[src/rtl/maze_timer_ctrl_if.sv]
// Bundle between the keyboard/position logic, the stopwatch datapath and
// the maze timer controller. The master modport is the environment side;
// the slave modport is the controller side.
interface maze_timer_ctrl_if;
    logic        btn_pause;
    logic        key_valid;
    logic [8:0]  last_change;
    logic [4:0]  row;
    logic [4:0]  column;
    logic [23:0] time_bcd;
    logic        count_en;
    logic        clear_pulse;
    logic [1:0]  state;
    logic [23:0] final_bcd;
    logic [23:0] best_bcd;
    logic        best_valid;
    logic        new_record;

    modport master (
        output btn_pause, key_valid, last_change, row, column, time_bcd,
        input  count_en, clear_pulse, state, final_bcd, best_bcd,
               best_valid, new_record
    );

    modport slave (
        input  btn_pause, key_valid, last_change, row, column, time_bcd,
        output count_en, clear_pulse, state, final_bcd, best_bcd,
               best_valid, new_record
    );
endinterface

[src/rtl/maze_timer_ctrl.sv]
// Maze stopwatch sequencing controller: decodes movement keys, the pause
// button and the goal position, drives stopwatch enable/clear, latches the
// finish time and keeps the best (lowest) time record.
// Optional macro IDLE_AUTOPAUSE_EN: pause automatically after PAUSE_TIMEOUT
// ticks in RUNNING without a movement key; a later move resumes.
module maze_timer_ctrl #(
    parameter logic [4:0] GOAL_ROW = 5'd23,
    parameter logic [4:0] GOAL_COL = 5'd31
`ifdef IDLE_AUTOPAUSE_EN
    , parameter logic [7:0] PAUSE_TIMEOUT = 8'd50
`endif
) (
    input  logic              clk_10Hz,
    input  logic              rst,
    maze_timer_ctrl_if.slave  bus
);

    typedef enum logic [1:0] {
        ST_IDLE     = 2'd0,
        ST_RUNNING  = 2'd1,
        ST_PAUSED   = 2'd2,
        ST_FINISHED = 2'd3
    } state_t;

    state_t      state_q, state_d;
    logic        btn_delay_q;
    logic        count_en_q, count_en_d;
    logic        clear_pulse_q, clear_pulse_d;
    logic [23:0] final_bcd_q, final_bcd_d;
    logic [23:0] best_bcd_q, best_bcd_d;
    logic        best_valid_q, best_valid_d;
    logic        new_record_q, new_record_d;

    logic btn_edge, move, at_goal;
    logic idle_expire;   // RUNNING has gone idle long enough to auto-pause
    logic auto_resume;   // current pause was automatic, so a move resumes
    logic finish_entry;

    assign btn_edge = bus.btn_pause & ~btn_delay_q;
    assign move     = bus.key_valid &
                      ((bus.last_change == 9'h1D) | (bus.last_change == 9'h1C) |
                       (bus.last_change == 9'h1B) | (bus.last_change == 9'h23));
    assign at_goal  = (bus.row == GOAL_ROW) & (bus.column == GOAL_COL);

`ifdef IDLE_AUTOPAUSE_EN
    localparam logic [7:0] IDLE_LAST = PAUSE_TIMEOUT - 8'd1;

    logic [7:0] idle_cnt_q, idle_cnt_d;
    logic       auto_q, auto_d;

    assign idle_expire = (state_q == ST_RUNNING) & ~move & (idle_cnt_q == IDLE_LAST);
    assign auto_resume = auto_q & move;

    // Idle counter runs only across consecutive move-free RUNNING cycles;
    // auto flag remembers whether the pause came from the timeout.
    always_comb begin
        idle_cnt_d = 8'd0;
        auto_d     = 1'b0;
        if (state_q == ST_RUNNING && state_d == ST_RUNNING && !move)
            idle_cnt_d = idle_cnt_q + 8'd1;
        if (state_d == ST_PAUSED)
            auto_d = (state_q == ST_PAUSED) ? auto_q : (idle_expire & ~btn_edge);
    end

    // Idle counter and auto-pause flag registers.
    always_ff @(posedge clk_10Hz or posedge rst) begin
        if (rst) begin
            idle_cnt_q <= 8'd0;
            auto_q     <= 1'b0;
        end else begin
            idle_cnt_q <= idle_cnt_d;
            auto_q     <= auto_d;
        end
    end
`else
    assign idle_expire = 1'b0;
    assign auto_resume = 1'b0;
`endif

    // State register and button delay for edge detection.
    always_ff @(posedge clk_10Hz or posedge rst) begin
        if (rst) begin
            state_q     <= ST_IDLE;
            btn_delay_q <= 1'b0;
        end else begin
            state_q     <= state_d;
            btn_delay_q <= bus.btn_pause;
        end
    end

    // Next-state logic; finishing outranks a same-cycle pause press.
    always_comb begin
        state_d = state_q;
        unique case (state_q)
            ST_IDLE:     if (move) state_d = ST_RUNNING;
            ST_RUNNING: begin
                if (move && at_goal)            state_d = ST_FINISHED;
                else if (btn_edge || idle_expire) state_d = ST_PAUSED;
            end
            ST_PAUSED:   if (btn_edge || auto_resume) state_d = ST_RUNNING;
            ST_FINISHED: if (btn_edge) state_d = ST_IDLE;
        endcase
    end

    // Output next-values: record update happens only on the edge into FINISHED;
    // an equal time does not count as a new record.
    always_comb begin
        finish_entry  = (state_q != ST_FINISHED) && (state_d == ST_FINISHED);
        count_en_d    = (state_d == ST_RUNNING);
        clear_pulse_d = (state_q == ST_FINISHED) && btn_edge;
        final_bcd_d   = final_bcd_q;
        best_bcd_d    = best_bcd_q;
        best_valid_d  = best_valid_q;
        new_record_d  = 1'b0;
        if (finish_entry) begin
            final_bcd_d = bus.time_bcd;
            if (!best_valid_q || (bus.time_bcd < best_bcd_q)) begin
                best_bcd_d   = bus.time_bcd;
                best_valid_d = 1'b1;
                new_record_d = 1'b1;
            end
        end
    end

    // Registered outputs; reset erases the best record.
    always_ff @(posedge clk_10Hz or posedge rst) begin
        if (rst) begin
            count_en_q    <= 1'b0;
            clear_pulse_q <= 1'b0;
            final_bcd_q   <= 24'd0;
            best_bcd_q    <= 24'd0;
            best_valid_q  <= 1'b0;
            new_record_q  <= 1'b0;
        end else begin
            count_en_q    <= count_en_d;
            clear_pulse_q <= clear_pulse_d;
            final_bcd_q   <= final_bcd_d;
            best_bcd_q    <= best_bcd_d;
            best_valid_q  <= best_valid_d;
            new_record_q  <= new_record_d;
        end
    end

    assign bus.state       = state_q;
    assign bus.count_en    = count_en_q;
    assign bus.clear_pulse = clear_pulse_q;
    assign bus.final_bcd   = final_bcd_q;
    assign bus.best_bcd    = best_bcd_q;
    assign bus.best_valid  = best_valid_q;
    assign bus.new_record  = new_record_q;

endmodule

[src/flat_wrapper.sv]
// flat-port wrapper written by rule: the top's interface ports become plain ports
module maze_timer_ctrl_flat 
#(
    parameter logic [4:0] GOAL_ROW = 5'd23,
    parameter logic [4:0] GOAL_COL = 5'd31

)
  (clk_10Hz, rst, bus_btn_pause, bus_key_valid, bus_last_change, bus_row, bus_column, bus_time_bcd, bus_count_en, bus_clear_pulse, bus_state, bus_final_bcd, bus_best_bcd, bus_best_valid, bus_new_record);
  maze_timer_ctrl_if bus_i ();
  input  logic clk_10Hz;
  input  logic rst;
  input wire logic [$bits(bus_i.btn_pause)-1:0] bus_btn_pause;
  input wire logic [$bits(bus_i.key_valid)-1:0] bus_key_valid;
  input wire logic [$bits(bus_i.last_change)-1:0] bus_last_change;
  input wire logic [$bits(bus_i.row)-1:0] bus_row;
  input wire logic [$bits(bus_i.column)-1:0] bus_column;
  input wire logic [$bits(bus_i.time_bcd)-1:0] bus_time_bcd;
  output wire logic [$bits(bus_i.count_en)-1:0] bus_count_en;
  output wire logic [$bits(bus_i.clear_pulse)-1:0] bus_clear_pulse;
  output wire logic [$bits(bus_i.state)-1:0] bus_state;
  output wire logic [$bits(bus_i.final_bcd)-1:0] bus_final_bcd;
  output wire logic [$bits(bus_i.best_bcd)-1:0] bus_best_bcd;
  output wire logic [$bits(bus_i.best_valid)-1:0] bus_best_valid;
  output wire logic [$bits(bus_i.new_record)-1:0] bus_new_record;
  assign bus_i.btn_pause = bus_btn_pause;
  assign bus_i.key_valid = bus_key_valid;
  assign bus_i.last_change = bus_last_change;
  assign bus_i.row = bus_row;
  assign bus_i.column = bus_column;
  assign bus_i.time_bcd = bus_time_bcd;
  assign bus_count_en = bus_i.count_en;
  assign bus_clear_pulse = bus_i.clear_pulse;
  assign bus_state = bus_i.state;
  assign bus_final_bcd = bus_i.final_bcd;
  assign bus_best_bcd = bus_i.best_bcd;
  assign bus_best_valid = bus_i.best_valid;
  assign bus_new_record = bus_i.new_record;
  maze_timer_ctrl #(.GOAL_ROW(GOAL_ROW), .GOAL_COL(GOAL_COL)) u_core (.clk_10Hz(clk_10Hz), .rst(rst), .bus(bus_i));
endmodule
[config.mk]
export PLATFORM = sky130hd
export DESIGN_NAME = maze_timer_ctrl_flat
export DESIGN_NICKNAME = d
export VERILOG_FILES = /design/src/rtl/maze_timer_ctrl_if.sv /design/src/rtl/maze_timer_ctrl.sv /design/src/flat_wrapper.sv
export SDC_FILE = /design/constraint.sdc
export NUM_CORES = 1
export LEC_CHECK = 0
export ABC_AREA = 1
export ABC_CLOCK_PERIOD_IN_PS = 2080
export BUFFER_PORTS_ARGS = -buffer_cell sky130_fd_sc_hd__buf_4
export CAP_MARGIN = 15
export CORE_ASPECT_RATIO = 1.2
export CORE_MARGIN = 4
export CORE_UTILIZATION = 46
export CTS_CLUSTER_SIZE = 12
export DETAILED_ROUTE_END_ITERATION = 8
export GPL_TIMING_DRIVEN = 0
export PLACE_DENSITY = 0.8
export SETUP_SLACK_MARGIN = 0.3
export SYNTH_ARGS = -nofsm -noshare
export SYNTH_HDL_FRONTEND = slang
export SYNTH_SLANG_ARGS = --single-unit
[constraint.sdc]
create_clock -name clk_10Hz -period 2.08 [get_ports clk_10Hz]
set_clock_uncertainty 0.2 [all_clocks]
set_input_delay 0.208 -clock clk_10Hz [delete_from_list [all_inputs] [get_ports clk_10Hz]]
set_output_delay 0.208 -clock clk_10Hz [all_outputs]
set_load 0.05 [all_outputs]
==> flow_metrics.tcl <==
set metrics [dict create \
    critPathLaunchType "flip-flop" \
    clk_path_buf_depth 2 \
    drt_iter0_markers 144 \
    grt_max_degree 37 \
    drv_slew 0 \
    area_growth_pct 63.3 \
    dpl.hpwl_um 5890 \
    fillers 442 \
    r2r_start "u_core.bus.best_bcd[21]" \
    dieArea_um2 7910 \
    grt_use_total_pct 23.0 \
    synthDistinctLibCells 27 \
    max_slew_margin_pct 71.0 \
    tns_ps -1220 \
    h-tree-depth 2 \
    ff2ff_path_depth 13 \
    antenna_found_initial 0 \
    r2r_end "u_core.bus.best_bcd[0]" \
    fin_ws_ps -104 \
    holdPathEnd "u_core.bus.clear_pulse" \
    intPower_mw 4.03 \
    clock_sink_count 55 \
    drc_errors 0 \
    worst-path-max-fanout 10 \
    wl_um 9170 \
    multiInputGateArea_um2 1660 \
    p_leak_nw 2.62 \
    hold_depth 6 \
    fin_total_pwr_mw 8.33 \
    fmax_ghz 0.458 \
    ff2ff_setup_slack_ps -100 \
    wl_met1_um 3640 \
    final_layout_size_suffix_gt1_share_pct 44.0 \
    min_path_type "in -> reg" \
    grt_first_pass_wirelength_um 14500 \
    route.met3.wl_um 553 \
    globalplace.congestion 0.794 \
    drt_first_pass_iters 4 \
    ys_seq_area_share_pct 45.7 \
    crit_type "reg -> reg" \
    tightest_slew_ps 435 \
    ir_worst_vdd_mv 1.09 \
    cts_root_buf "clkbuf_8" \
    end_kind "flip-flop" \
    routedWlPerCell_um 14.6 \
    syn_nets 454 \
    swShare_pct 51.7 \
    wl_met2_um 4950 \
    top_layer_used "met4" \
    die_h_um 96.6 \
    violations "negative setup slack" \
    yosys_warnings 0 \
    comb_power_share_pct 68.9 \
    setup_violations 24 \
    period_share_pct 105 \
    fp-row-count 32 \
    power_switching_mw 4.30 \
    drtAntennaViolNets 0 \
    synthesis.area_um2 3010 \
    viasPerCell 4.92 \
    synth_cells 384 \
    period_needed_ps 2180 \
    required_ps 2070 \
    vias 3102 \
    rsz0062_at_grt "true" \
    mostFrequentLayoutCells "nand2_1 (119), buf_4 (114), inv_1 (35)" \
    maxCapViolCount 0 \
    clkLatencyLatePin_ps 310 \
    num-nets-final 614 \
    pwr_density_cell_nw_per_um2 1690 \
    grt-ovfl-total 0 \
    seq_area_um2 1410 \
    yosys_register_bits 55 \
    final_common_cell "nand2_1" \
    initial_utilization_pct 47.0 \
    avgSynthCellArea_um2 7.84 \
    clock_power_share_pct 8.0 \
    status "finished, violations left" \
    crit_arrival_ps 2180 \
    io_pins 101 \
    min_from "bus_btn_pause" \
    core_area_um2 6410 \
    first_global_vias 3120 \
    cts_tree "yes" \
    p_seq_share_pct 23.1 \
    port_buffers 100 \
    clkTransAtPathRegs_ps 110 \
    hold_viol 0 \
    die_width_um 81.9 \
    numCtsBuffers 5 \
    antenna_cells 0 \
]
[how the worst max path moves through the flow]
| stage | from | end | slack (ps) | cells past startpoint |
|---|---|---|---|---|
| 2_1_floorplan | u_core.bus.best_bcd[19] | u_core.bus.best_bcd[0] | -110 | 13 |
| 4_1_cts | u_core.bus.best_bcd[19] | u_core.bus.best_bcd[22] | -60 | 13 |
| 5_1_grt | u_core.bus.best_bcd[21] | u_core.bus.best_bcd[1] | -200 | 13 |
| 3_3_place_gp | rst | u_core.bus.best_bcd[19] | -540 | 2 |
| 3_5_place_dp | u_core.bus.best_bcd[19] | u_core.bus.best_bcd[0] | -280 | 13 |
| 6_report | u_core.bus.best_bcd[21] | u_core.bus.best_bcd[0] | -100 | 13 |
[flip-flops by register name, summed over array words and instances, names as in the netlist]
| register | count |
|---|---|
| u_core.btn_delay_q | 1 |
| u_core.bus.state | 2 |
| u_core.bus.best_valid | 1 |
| u_core.bus.clear_pulse | 1 |
| u_core.bus.best_bcd | 24 |
| u_core.bus.count_en | 1 |
| u_core.bus.new_record | 1 |
| u_core.bus.final_bcd | 24 |
[metrics by stage]
stage | utilization, % | instances | hold WS [ps] | instance area [µm²] | setup slack (ps)
2_1_floorplan | - | 384 | 39.4 | 3150 | -109
3_5_place_dp | 62.9 | 570 | 40.8 | 4030 | -278
3_3_place_gp | 62.6 | 569 | 127 | 4010 | -541
5_1_grt | 76.7 | 630 | 177 | 4910 | -204
6_report | 76.7 | 630 | 170 | 4910 | -104
4_1_cts | 73.5 | 622 | -81.9 | 4710 | -60.2
[area by class of cell]
| type | count | area share (%) |
|---|---|---|
| plain buffers | 11 | 3.08 |
| flip-flops and latches | 55 | 28.6 |
| repair buffers | 153 | 26.4 |
| clock buffers | 7 | 1.96 |
| well taps | 85 | 2.16 |
| inverters | 50 | 3.82 |
| multi-input cells | 268 | 33.8 |
| clock inverters | 1 | 0.153 |
[Yosys cell counts, drive strengths merged]
master / instances / area, µm²
o21ai: 2 / 10.0
nor2b: 1 / 6.26
nand4: 2 / 12.5
a21o: 2 / 15.0
nand3: 31 / 155
inv: 50 / 188
dfrtp: 55 / 1380
o21bai: 15 / 113
o22ai: 1 / 6.26
clkbuf: 3 / 11.3
nand2: 156 / 588
nand3b: 2 / 15.0
o21a: 1 / 7.51
nor2: 20 / 85.1
a21oi: 11 / 73.8
nor3: 1 / 5.00
ha: 23 / 288
buf: 8 / 55.1
[layer usage]
metal | vias up | GRT usage, %
met5 | - | 0
met4 | 0 | 4.22
li1 | 1517 | -
met3 | 4 | 4.10
met1 | 1480 | 29.5
met2 | 101 | 40.1
[kinds of logic after synthesis]
logic type,Yosys count,share of synthesized area (%)
and+or+nand+nor,213,28.8
buffers and inverters,61,8.44
DFF,55,45.7
AOI/OAI and AO/OA,32,7.48
adders and majority gates,23,9.56
[repair_timing]
item,CTS,global route
endpoints found under the setup margin,50,49
hold endpoints to repair,68,2
hold buffers,25,1
pin swaps,20,30
gates cloned,4,1
gates resized for setup,42,39
buffers inserted,15,6
[critical path, stage by stage, from the launching register on]
cell and delay (ps):
dfrtp_2 420, inv_2 80, ha_4 210, a21oi_2 120, nor2_1 70, nor2_1 110
nand2_1 90, a21oi_2 150, nand2_2 90, nand2_4 100, nand3b_1 140, buf_12 170
nand2_1 50, nand2_1 60
[power groups by stage]
| stage | logic [mW] | registers, mW | clock network, mW |
|---|---|---|---|
| after floorplan | 1.72 | 3.57 | 0 |
| after global placement | 4.64 | 1.92 | 0 |
| after detailed placement | 4.75 | 1.93 | 0 |
| after CTS | 5.38 | 1.91 | 0.681 |
| after global routing | 6.14 | 1.98 | 0.737 |
| final | 5.74 | 1.92 | 0.666 |
(Power assumes the default switching activity.)
